$ cat src/rtl/clock_pkg.sv
// Shared constants, hold codes and hold decode for the clock chain.
// Reused by the second, minute and hour stages.
package clock_pkg;

  localparam int MIN_MAX  = 59;
  localparam int HOUR_MAX = 23;
  localparam int HOUR_W   = 5;
  localparam int MIN_W    = 6;

  localparam logic [2:0] HOLD_RUN      = 3'b000;
  localparam logic [2:0] HOLD_SET_HOUR = 3'b100;
  localparam logic [2:0] HOLD_FRZ_001  = 3'b001;
  localparam logic [2:0] HOLD_FRZ_010  = 3'b010;
  localparam logic [2:0] HOLD_FRZ_011  = 3'b011;
  localparam logic [2:0] HOLD_FRZ_101  = 3'b101;
  localparam logic [2:0] HOLD_FRZ_110  = 3'b110;
  localparam logic [2:0] HOLD_FRZ_111  = 3'b111;

  typedef enum logic [1:0] {
    ST_RUN,
    ST_SET_HOUR,
    ST_FREEZE
  } hold_st_e;

  function automatic hold_st_e decode_hold(input logic [2:0] h);
    hold_st_e st;
    st = ST_FREEZE;
    case (h)
      HOLD_RUN:      st = ST_RUN;
      HOLD_SET_HOUR: st = ST_SET_HOUR;
      HOLD_FRZ_001,
      HOLD_FRZ_010,
      HOLD_FRZ_011,
      HOLD_FRZ_101,
      HOLD_FRZ_110,
      HOLD_FRZ_111:  st = ST_FREEZE;
      default:       st = ST_FREEZE;
    endcase
    return st;
  endfunction

endpackage

$ cat src/rtl/hour_fmt.sv
// Formats an internal 0..23 hour for 24h or 12h display, plus PM flag.
// Purely combinational so the alarm-compare block can share it.
module hour_fmt
  import clock_pkg::*;
(
  input  logic [HOUR_W-1:0] cnt,
  input  logic              mode_24h,
  output logic [HOUR_W-1:0] hour,
  output logic              pm
);

  localparam logic [HOUR_W-1:0] HALF = HOUR_W'(12);

  always_comb begin
    pm   = (cnt >= HALF);
    hour = cnt;
    if (!mode_24h) begin
      if (cnt == '0)
        hour = HALF;
      else if (cnt > HALF)
        hour = cnt - HALF;
    end
  end

endmodule

$ cat src/rtl/min_to_hour_counter.sv
// Hour stage: detects minute rollover, counts 0..23 under hold control,
// and registers the formatted hour, PM flag and day rollover pulse.
module min_to_hour_counter
  import clock_pkg::*;
#(
  parameter int unsigned RESET_HOUR = 0
) (
  input  logic              clk,
  input  logic              rst,
  input  logic [MIN_W-1:0]  min,
  input  logic [2:0]        hold,
  input  logic              mode_24h,
  output logic [HOUR_W-1:0] hour,
  output logic              pm,
  output logic              day_tick
);

  localparam logic [HOUR_W-1:0] H_MAX = HOUR_W'(HOUR_MAX);
  localparam logic [MIN_W-1:0]  M_MAX = MIN_W'(MIN_MAX);

  logic [HOUR_W-1:0] hour_cnt;
  logic [HOUR_W-1:0] hour_nxt;
  logic [HOUR_W-1:0] hour_inc;
  logic [HOUR_W-1:0] fmt_hour;
  logic [MIN_W-1:0]  min_prev;
  logic [2:0]        hold_q;
  logic              fmt_pm;
  logic              carry;
  logic              tick_nxt;
  hold_st_e          st;

  // Both the current and previous hold must be RUN, so set edits never carry.
  assign carry = (min_prev == M_MAX) && (min == '0)
              && (hold == HOLD_RUN) && (hold_q == HOLD_RUN);

  assign st       = decode_hold(hold);
  assign hour_inc = (hour_cnt == H_MAX) ? '0 : hour_cnt + 1'b1;

  always_comb begin
    hour_nxt = hour_cnt;
    tick_nxt = 1'b0;
    unique case (1'b1)
      (st == ST_RUN): begin
        if (carry) begin
          hour_nxt = hour_inc;
          tick_nxt = (hour_cnt == H_MAX);
        end
      end
      (st == ST_SET_HOUR): hour_nxt = hour_inc;
      default: hour_nxt = hour_cnt;
    endcase
  end

  hour_fmt u_fmt (
    .cnt      (hour_nxt),
    .mode_24h (mode_24h),
    .hour     (fmt_hour),
    .pm       (fmt_pm)
  );

  always_ff @(posedge clk or posedge rst) begin
    if (rst) begin
      hour_cnt <= HOUR_W'(RESET_HOUR);
      min_prev <= '0;
      hold_q   <= HOLD_RUN;
      hour     <= '0;
      pm       <= 1'b0;
      day_tick <= 1'b0;
    end else begin
      hour_cnt <= hour_nxt;
      min_prev <= min;
      hold_q   <= hold;
      hour     <= fmt_hour;
      pm       <= fmt_pm;
      day_tick <= tick_nxt;
    end
  end

endmodule

$ cat config.mk
export PLATFORM = sky130hd
export DESIGN_NAME = min_to_hour_counter
export DESIGN_NICKNAME = d
export VERILOG_FILES = /design/src/rtl/clock_pkg.sv /design/src/rtl/hour_fmt.sv /design/src/rtl/min_to_hour_counter.sv
export SDC_FILE = /design/constraint.sdc
export NUM_CORES = 1
export LEC_CHECK = 0
export BUFFER_PORTS_ARGS = -buffer_cell sky130_fd_sc_hd__buf_2
export CAP_MARGIN = 20
export CELL_PAD_IN_SITES_DETAIL_PLACEMENT = 1
export CELL_PAD_IN_SITES_GLOBAL_PLACEMENT = 1
export CORE_MARGIN = 5
export CORE_UTILIZATION = 41
export DETAILED_ROUTE_END_ITERATION = 8
export PLACE_DENSITY = 0.83
export SKIP_CTS_REPAIR_TIMING = 1
export SLEW_MARGIN = 0
export SYNTH_ARGS = -nofsm -noshare
export SYNTH_HDL_FRONTEND = slang
export SYNTH_HIERARCHICAL = 1
export SYNTH_SLANG_ARGS = --single-unit
export TNS_END_PERCENT = 10
$ cat constraint.sdc
create_clock -name clk -period 3.5 [get_ports clk]
set_input_delay 0.7 -clock clk [delete_from_list [all_inputs] [get_ports clk]]
set_output_delay 0.7 -clock clk [all_outputs]
set_load 0.1 [all_outputs]
==> impl_metrics.env, run 1 <==
export IMPL_outcome="finished clean"
export IMPL_ys_types=29
export IMPL_synth_nets=82
export IMPL_endpoint="hour[3]$_DFF_PP0_"
export IMPL_dr_wl_met2_um=859
export IMPL_multi_input_comb_area_um2=362
export IMPL_rr_startpoint="min_prev[4]$_DFF_PP0_"
export IMPL_antenna_found_initial=0
export IMPL_worst_pin_slew_ns=0.759
export IMPL_final_core_util_pct=49.1
export IMPL_place_gp_congestion=0.787
export IMPL_place_hpwl_mm=1.33
export IMPL_totalWireLength_mm=1.73
export IMPL_synth_cells=67
export IMPL_crit_type="in2reg"
export IMPL_num_vias=617
export IMPL_yosys_most_used_dff="dfrtp_1"
export IMPL_intPower_mw=0.476
export IMPL_grt_overflow_total=0
export IMPL_p_clk_share_pct=12.3
export IMPL_peakVddDrop_v=0.000456
export IMPL_fillers=256
export IMPL_fin_crit_ns=2.78
export IMPL_syn_avg_cell_area_um2=13.5
export IMPL_crit_path_start="min[0]"
export IMPL_cp_arrival_ns=2.97
export IMPL_cp_max_fo=5
export IMPL_drv_slew=0
export IMPL_cap_violations=0
export IMPL_switchingPower_mw=0.440
export IMPL_power_density_nw_per_um2=860
export IMPL_drtAntennaViolNets=0
export IMPL_worstSetupEndpointType="flop"
export IMPL_startpoint_type="primary input"
export IMPL_worst_hold_slack_ns=0.509
export IMPL_cts_htree_levels=1
export IMPL_grt_usage_pct=11.6
export IMPL_final_hold_violation_count=0
export IMPL_path_clk_slew_ns=0.11
export IMPL_cts_tree="yes"
export IMPL_tns_ns=0
export IMPL_maxSlewHeadroom_pct=49.3
export IMPL_drt_initial_drc_count=4
export IMPL_hold_path_class="in2async"
export IMPL_rsz0062_at_grt="false"
export IMPL_cts_root_buf="clkbuf_4"
export IMPL_core_area_um2=2170
export IMPL_top_layer_used="met4"
export IMPL_grt_max_degree=22
export IMPL_drive_gt1_share_pct=36.0
export IMPL_die_w_um=57.0
export IMPL_reg2regPathDepth=9
export IMPL_antenna_cells=0
export IMPL_synth_largest_type_area_fraction_pct=58.0
export IMPL_synth_top_area_cell="dfrtp_1"
export IMPL_cts_max_path_buffers=2
export IMPL_grt_pass1_vias=690
export IMPL_skew_ns=0.00371
export IMPL_cellLeakagePower_nw=0.503
export IMPL_drcViolationCount=0
export IMPL_cts_sinks=21
export IMPL_die_area_um2=3250
export IMPL_cp_required_ns=3.69
export IMPL_min_period_over_period_pct=79.4
export IMPL_ys_seq_area_share_pct=58.0
export IMPL_syn_to_final_growth_pct=17.5
export IMPL_via_per_inst=5.27
export IMPL_grt_pass1_wl_mm=2.95
export IMPL_ys_ff_latch=21
export IMPL_wl_per_cell_um=14.8
export IMPL_yosysWarnings=6
export IMPL_synth_area_leaders="dfrtp_1, nor4_4, ha_1"
export IMPL_p_comb_share_pct=51.0
export IMPL_wl_met1_um=765
export IMPL_dr_pass1_iters=2
export IMPL_setup_viol=0
export IMPL_rrSetupSlack_ns=0.85
export IMPL_final_seq_area_um2=526
export IMPL_met3WireLength_um=65
export IMPL_insertion_delay_ns=0.30
export IMPL_rows=17
export IMPL_fmax_mhz=360
export IMPL_swShare_pct=48.0
export IMPL_synth_edf_count=0
export IMPL_async_reset_ff_share_pct=100
export IMPL_io_pins=19
export IMPL_layout_nets=105
export IMPL_r2r_end="hour[3]$_DFF_PP0_"
export IMPL_netlist_area_um2=906
export IMPL_start_util_pct=41.8
export IMPL_pwr_share_seq_pct=36.7
export IMPL_cts_inserted_buffers=3
export IMPL_die_h_um=57.0
export IMPL_portBuffers=18
## final cells by class
cell class                      instances  share of cell area, %
Sequential cell                        21                   49.4
Multi-Input combinational cell         41                   34.0
Timing Repair Buffer                   20                   9.87
Tap cell                               28                   3.29
Clock buffer                            4                   2.47
Inverter                                3                   1.06
## synth_stat cells (2+ instances only)
| cell | count |
|---|---|
| inv_1 | 3 |
| nand4_1 | 2 |
| o41ai_1 | 2 |
| a21oi_1 | 2 |
| dfrtp_1 | 21 |
| nand2_1 | 3 |
| nor3b_1 | 2 |
| nor4_4 | 2 |
| nor2_1 | 4 |
| ha_1 | 3 |
| o21ai_0 | 2 |
| clkbuf_1 | 2 |
| mux2_2 | 2 |
| nor2b_1 | 2 |
## layout by cell type, fill, tap and decap left out, drive strengths merged, types with 3 or more instances in the layout
cell type / netlist / routed
inv: 3 / 3
clkbuf: 2 / 4
dfrtp: 21 / 21
nor4: 3 / 3
nand2: 3 / 3
buf: 0 / 20
nor2: 4 / 4
ha: 3 / 3
mux2: 3 / 3
## worst min-delay path by stage
stage	cells after the start	slack, ns	start	end
6_report	2	0.51	rst	hour[4]$_DFF_PP0_
5_1_grt	1	0.50	min[1]	min_prev[1]$_DFF_PP0_
4_1_cts	1	0.51	min[1]	min_prev[1]$_DFF_PP0_
3_5_place_dp	3	0.56	hold_q[0]$_DFF_PP0_	day_tick$_DFF_PP0_
3_3_place_gp	3	0.57	hold_q[0]$_DFF_PP0_	day_tick$_DFF_PP0_
2_1_floorplan	3	0.53	hold_q[0]$_DFF_PP0_	day_tick$_DFF_PP0_
## worst max-delay path: stages
cell and delay, ns:
buf_2 0.12, nor4_4 0.30, a41oi_2 0.26, o41ai_1 0.47, inv_1 0.13, ha_1 0.21
or2_0 0.22, a211o_1 0.31, o221a_1 0.25
## metal layers
metal  vias to the layer above  GRT usage [%]
li1                        291              -
met2                        13           20.1
met4                         0           5.96
met3                         5           2.26
met1                       308           13.6
met5                         -              0
## through the flow
| stage | setup slack, ns | cells | area, um^2 | power [mW] |
|---|---|---|---|---|
| 3_5_place_dp | 0.423 | 113 | 1040 | 0.809 |
| 2_1_floorplan | 0.409 | 67 | 906 | 0.707 |
| 6_report | 0.722 | 117 | 1060 | 0.916 |
| 5_1_grt | 0.586 | 117 | 1060 | 0.968 |
| 3_3_place_gp | 0.445 | 113 | 1040 | 0.791 |
| 4_1_cts | 0.732 | 117 | 1060 | 0.925 |
## state kept, by name, summed over array words and instances (netlist names)
| register | flops |
|---|---|
| day_tick | 1 |
| hold_q | 3 |
| hour | 5 |
| hour_cnt | 5 |
| min_prev | 6 |
| pm | 1 |
## power by group through the flow
stage | Combinational (mW) | Clock [mW] | Sequential [mW]
finish | 0.467 | 0.112 | 0.336
global route | 0.497 | 0.128 | 0.343
CTS | 0.471 | 0.117 | 0.336
detailed placement | 0.468 | 0 | 0.341
global placement | 0.455 | 0 | 0.336
floorplan | 0.171 | 0 | 0.537
## kinds of logic (layout without fill, tap and decap cells)
| logic type | Yosys count | count (layout) | synth area share [%] |
|---|---|---|---|
| DFF | 21 | 21 | 58.0 |
| AOI/OAI and AO/OA | 12 | 12 | 11.3 |
| buffers and inverters | 5 | 27 | 2.07 |
| and+or+nand+nor | 22 | 22 | 19.8 |
| adders and majority gates | 3 | 3 | 4.14 |
| muxes | 3 | 3 | 3.73 |
| xor gates and xnor gates | 1 | 1 | 0.967 |
(Power assumes the default switching activity.)
==> run 2, diff against run 1 <==
Settings changed: CORE_UTILIZATION 41 to 37, PLACE_DENSITY 0.83 to 0.79.
Clock period 3.5 ns to 2.43 ns, I/O delays scaled along.
==> run 2 against run 1 <==
- highest routed layer unchanged
- first-iteration DRC count up 75%
- wire length up 7.2%
- the flow now finishes with violations (negative setup slack)
- utilization up 1.8 points
- sequential power up 47%
- non-clock buffer count up 12
- clock skew down 0.0028 ns
- critical path depth unchanged
- final area up 15%
- combinational power up 74%
- critical endpoint unchanged
- die area up 8.9%
==> impl_metrics.env, run 2 (synthesis gave the netlist of run 1 again) <==
export IMPL_die_w_um=59.5
export IMPL_cts_sinks=21
export IMPL_intPower_mw=0.788
export IMPL_dr_pass1_iters=4
export IMPL_met1_usage_pct=15.0
export IMPL_final_common_cell="dfrtp_1"
export IMPL_grt_overflow_total=0
export IMPL_place_hpwl_mm=1.48
export IMPL_drv_slew=0
export IMPL_cts_inserted_buffers=3
export IMPL_switchingPower_mw=0.686
export IMPL_grt_max_degree=22
export IMPL_cts_root_buf="clkbuf_4"
export IMPL_largest_reg_flops=6
export IMPL_drt_initial_drc_count=7
export IMPL_cp_max_fo=4
export IMPL_crit_type="reg2reg"
export IMPL_cap_violations=0
export IMPL_violations="negative setup slack"
export IMPL_fin_crit_ns=2.44
export IMPL_placed_cells=127
export IMPL_setup_viol=1
export IMPL_final_seq_area_um2=526
export IMPL_startpoint_type="flop"
export IMPL_peakVddDrop_v=0.000690
export IMPL_final_hold_violation_count=0
export IMPL_wl_per_cell_um=14.2
export IMPL_grt_pass1_wl_mm=3.26
export IMPL_final_cell_mix="dfrtp_1, buf_2, buf_4"
export IMPL_fmax_mhz=410
export IMPL_drtAntennaViolNets=0
export IMPL_layout_nets=117
export IMPL_pwr_share_seq_pct=33.6
export IMPL_p_clk_share_pct=11.2
export IMPL_outcome="finished, violations left"
export IMPL_drcViolationCount=0
export IMPL_totalWireLength_mm=1.86
export IMPL_cts_htree_levels=1
export IMPL_path_clk_slew_ns=0.11
export IMPL_p_comb_share_pct=55.2
export IMPL_via_per_inst=5.01
export IMPL_cts_max_path_buffers=2
export IMPL_cts_tree="yes"
export IMPL_die_area_um2=3540
export IMPL_cp_required_ns=2.63
export IMPL_grt_usage_pct=12.6
export IMPL_syn_to_final_growth_pct=35.2
export IMPL_grt_pass1_vias=756
export IMPL_met3_usage_pct=2.61
export IMPL_power_density_nw_per_um2=1200
export IMPL_fillers=253
export IMPL_antenna_found_initial=0
export IMPL_start_util_pct=37.6
export IMPL_insertion_delay_ns=0.30
export IMPL_die_h_um=59.5
export IMPL_rows=18
export IMPL_power_total_mw=1.47
export IMPL_worstSetupEndpointType="flop"
export IMPL_grtUsageMet2_pct=20.1
export IMPL_core_area_um2=2410
export IMPL_portBuffers=18
export IMPL_place_gp_congestion=0.774
export IMPL_reg_top3="min_prev x6, hour x5, hour_cnt x5"
export IMPL_cp_arrival_ns=2.64
export IMPL_stdcell_count=131
export IMPL_min_period_over_period_pct=100
export IMPL_antenna_cells=0
export IMPL_worst_pin_slew_ns=0.765
export IMPL_hold_path_class="in2reg"
export IMPL_io_pins=19
export IMPL_rsz0062_at_grt="true"
export IMPL_maxSlewHeadroom_pct=49.0
export IMPL_multi_input_comb_area_um2=428
export IMPL_skew_ns=0.000940
export IMPL_setup_ws_ns=-0.00955
export IMPL_regMostFlops="min_prev"
export IMPL_drive_gt1_share_pct=49.5
export IMPL_top_usage_layer="met2"
export IMPL_cellLeakagePower_nw=0.575
export IMPL_swShare_pct=46.5
export IMPL_num_vias=656
-- run 2: final timing paths --
kind                                startpoint                    end  slack [ns]  cells after the start
max                        hold_q[1]$_DFF_PP0_      hour[3]$_DFF_PP0_       -0.01                      9
min                                     min[1]  min_prev[1]$_DFF_PP0_        0.29                      1
max reg2reg                hold_q[1]$_DFF_PP0_      hour[3]$_DFF_PP0_       -0.01                      9
min reg2reg                hold_q[0]$_DFF_PP0_     day_tick$_DFF_PP0_        0.58                      3
max in group asynchronous                  rst      hour[4]$_DFF_PP0_        1.65                      2
min in group asynchronous                  rst      hour[1]$_DFF_PP0_        0.30                      2
-- run 2: power groups by stage --
stage	clock, mW	combinational (mW)	sequential, mW
after floorplan	0	0.296	0.786
after global placement	0	0.797	0.499
after detailed placement	0	0.816	0.503
after CTS	0.176	0.821	0.496
after global routing	0.194	0.882	0.506
final	0.166	0.814	0.495
-- run 2: critical path: stages, from the launching register on --
cell,delay (ns)
dfrtp_1,0.41
nor4_4,0.30
a41oi_4,0.19
and3b_2,0.32
xor2_4,0.18
inv_2,0.07
ha_4,0.15
or2_0,0.19
a211o_1,0.27
o221a_1,0.25
-- run 2: area by class of cell --
| cell class | instances | area share [%] |
|---|---|---|
| clock buffer | 3 | 1.84 |
| clock inverter | 1 | 0.409 |
| inverter | 3 | 0.919 |
| multi-input combinational | 41 | 34.9 |
| sequential | 21 | 42.9 |
| tap | 30 | 3.06 |
| timing repair buffer | 32 | 15.9 |
-- run 2: layer usage --
metal,up-vias,wire length [um]
met5,-,0
met4,0,51
met3,4,63
met2,12,934
met1,324,805
li1,316,-
-- run 2: per-stage QoR --
stage	setup TNS (ns)	area (um^2)	util, %	hold slack, ns	setup WS [ns]
global placement	-0.492	1180	49.0	0.560	-0.259
finish	-0.00955	1220	50.8	0.294	-0.00955
floorplan	-0.144	956	-	0.463	-0.144
global route	-0.133	1220	50.8	0.268	-0.131
CTS	-0.0381	1210	50.2	0.281	-0.0381
detailed placement	-0.514	1180	49.0	0.586	-0.271
==> run 3, diff against run 2 <==
Settings changed: CORE_ASPECT_RATIO from default to 0.7.
==> run 3 against run 2 <==
- the run still ends with negative setup slack left
- critical path type unchanged
- register-to-register slack got worse by 0.05 ns
- sequential power about the same
- critical path depth unchanged
==> impl_metrics.env, run 3 (synthesis gave the netlist of run 1 again) <==
export IMPL_outcome="finished, violations left"
export IMPL_violations="negative setup slack"
export IMPL_grt_pass1_wl_mm=3.78
export IMPL_drv_slew=0
export IMPL_die_area_um2=3550
export IMPL_min_period_over_period_pct=102
export IMPL_drtAntennaViolNets=0
export IMPL_totalWireLength_mm=2.08
export IMPL_endpoint="hour[3]$_DFF_PP0_"
export IMPL_startpoint_type="flop"
export IMPL_worst_hold_slack_ns=0.302
export IMPL_rrSetupSlack_ns=-0.06
export IMPL_crit_type="reg2reg"
export IMPL_rsz0062_at_grt="true"
export IMPL_rr_startpoint="hold_q[1]$_DFF_PP0_"
export IMPL_power_density_nw_per_um2=1220
export IMPL_regMostFlops="min_prev"
export IMPL_die_h_um=51.4
export IMPL_start_util_pct=37.7
export IMPL_worst_pin_slew_ns=0.776
export IMPL_drt_initial_drc_count=12
export IMPL_fmax_mhz=402
export IMPL_wl_per_cell_um=15.1
export IMPL_peakVddDrop_v=0.000567
export IMPL_drcViolationCount=0
export IMPL_grt_overflow_total=0
export IMPL_fin_crit_ns=2.49
export IMPL_cellLeakagePower_nw=0.588
export IMPL_cts_htree_levels=1
export IMPL_setup_ws_ns=-0.0576
export IMPL_cts_sinks=21
export IMPL_final_common_cell="dfrtp_1"
export IMPL_skew_ns=0.0100
export IMPL_largest_reg_flops=6
export IMPL_cap_violations=0
export IMPL_crit_family="compound AO/OA/AOI/OAI gates"
export IMPL_rows=15
export IMPL_maxSlewHeadroom_pct=48.2
export IMPL_cpMaxStageDelayCell="dfrtp_1"
export IMPL_worstSetupEndpointType="flop"
export IMPL_reg2regPathDepth=9
export IMPL_reg_top3="min_prev x6, hour x5, hour_cnt x5"
export IMPL_setup_viol=1
export IMPL_final_hold_violation_count=0
export IMPL_die_w_um=69.1
export IMPL_place_hpwl_mm=1.70
export IMPL_drive_gt1_share_pct=52.9
export IMPL_layout_nets=120
export IMPL_crit_path_start="hold_q[1]$_DFF_PP0_"
export IMPL_cp_required_ns=2.64
export IMPL_antenna_found_initial=0
export IMPL_syn_to_final_growth_pct=37.0
export IMPL_final_cell_mix="dfrtp_1, buf_2, buf_4"
export IMPL_path_buf_inv=2
export IMPL_cts_inserted_buffers=3
export IMPL_grt_usage_pct=13.8
export IMPL_power_total_mw=1.52
export IMPL_grt_pass1_vias=763
export IMPL_final_core_util_pct=51.7
export IMPL_num_vias=658
export IMPL_portBuffers=18
export IMPL_io_pins=19
export IMPL_dr_pass1_iters=3
export IMPL_via_per_inst=4.77
export IMPL_path_clk_slew_ns=0.12
export IMPL_cts_tree="yes"
export IMPL_insertion_delay_ns=0.30
export IMPL_cts_max_path_buffers=2
export IMPL_antenna_cells=0
export IMPL_cts_root_buf="clkbuf_4"
export IMPL_core_area_um2=2400
export IMPL_r2r_end="hour[3]$_DFF_PP0_"
export IMPL_path_depth=9
export IMPL_critPathMaxStageDelay_ns=0.42
export IMPL_place_gp_congestion=0.806
export IMPL_grt_max_degree=22
export IMPL_hold_path_class="in2async"
export IMPL_cp_max_fo=4
export IMPL_cp_arrival_ns=2.69
export IMPL_cp_cell_sequence="nor4_4 -> a41oi_2 -> buf_4 -> o41ai_4 -> inv_2 -> ha_4 -> or2_0 -> a211o_1 -> o221a_1"
==> run 3: layer usage <==
layer	up-vias	share of wire [%]	global-route usage, %
met3	2	3.4	2.95
met5	-	0	0
met4	0	1.3	5.84
met2	10	48	23.9
met1	327	47	16.8
li1	319	-	-
==> run 3: worst min path at each step <==
| stage | from | end | slack (ns) | depth (start not counted) |
|---|---|---|---|---|
| after floorplan | rst | day_tick$_DFF_PP0_ | 0.46 | 1 |
| after global placement | hold_q[0]$_DFF_PP0_ | day_tick$_DFF_PP0_ | 0.56 | 3 |
| after detailed placement | hold_q[0]$_DFF_PP0_ | day_tick$_DFF_PP0_ | 0.55 | 3 |
| after CTS | min[1] | min_prev[1]$_DFF_PP0_ | 0.29 | 1 |
| after global routing | min[1] | min_prev[1]$_DFF_PP0_ | 0.29 | 1 |
| final | rst | pm$_DFF_PP0_ | 0.30 | 2 |
==> run 3: final cells by class <==
type | instances | area (um^2)
fillers | 279 | 1160
flip-flops and latches | 21 | 526
multi-input cells | 41 | 417
repair buffers | 35 | 218
well taps | 34 | 42.5
clock buffers | 3 | 22.5
inverters | 3 | 11.3
clock inverters | 1 | 5.00
==> run 3: power breakdown <==
part / switching, mW / total (mW) / internal [mW]
combinational: 0.548 / 0.859 / 0.311
clock: 0.101 / 0.163 / 0.0614
sequential: 0.0616 / 0.497 / 0.435
total: 0.711 / 1.52 / 0.807
==> run 3: metrics by stage <==
step | worst slack (ns) | cell area (um^2) | instances | TNS, ns
floorplan | -0.144 | 956 | 67 | -0.144
finish | -0.0576 | 1240 | 138 | -0.0576
global placement | -0.255 | 1210 | 134 | -0.464
CTS | -0.0918 | 1240 | 138 | -0.0918
global route | -0.170 | 1240 | 138 | -0.308
detailed placement | -0.362 | 1210 | 134 | -0.790
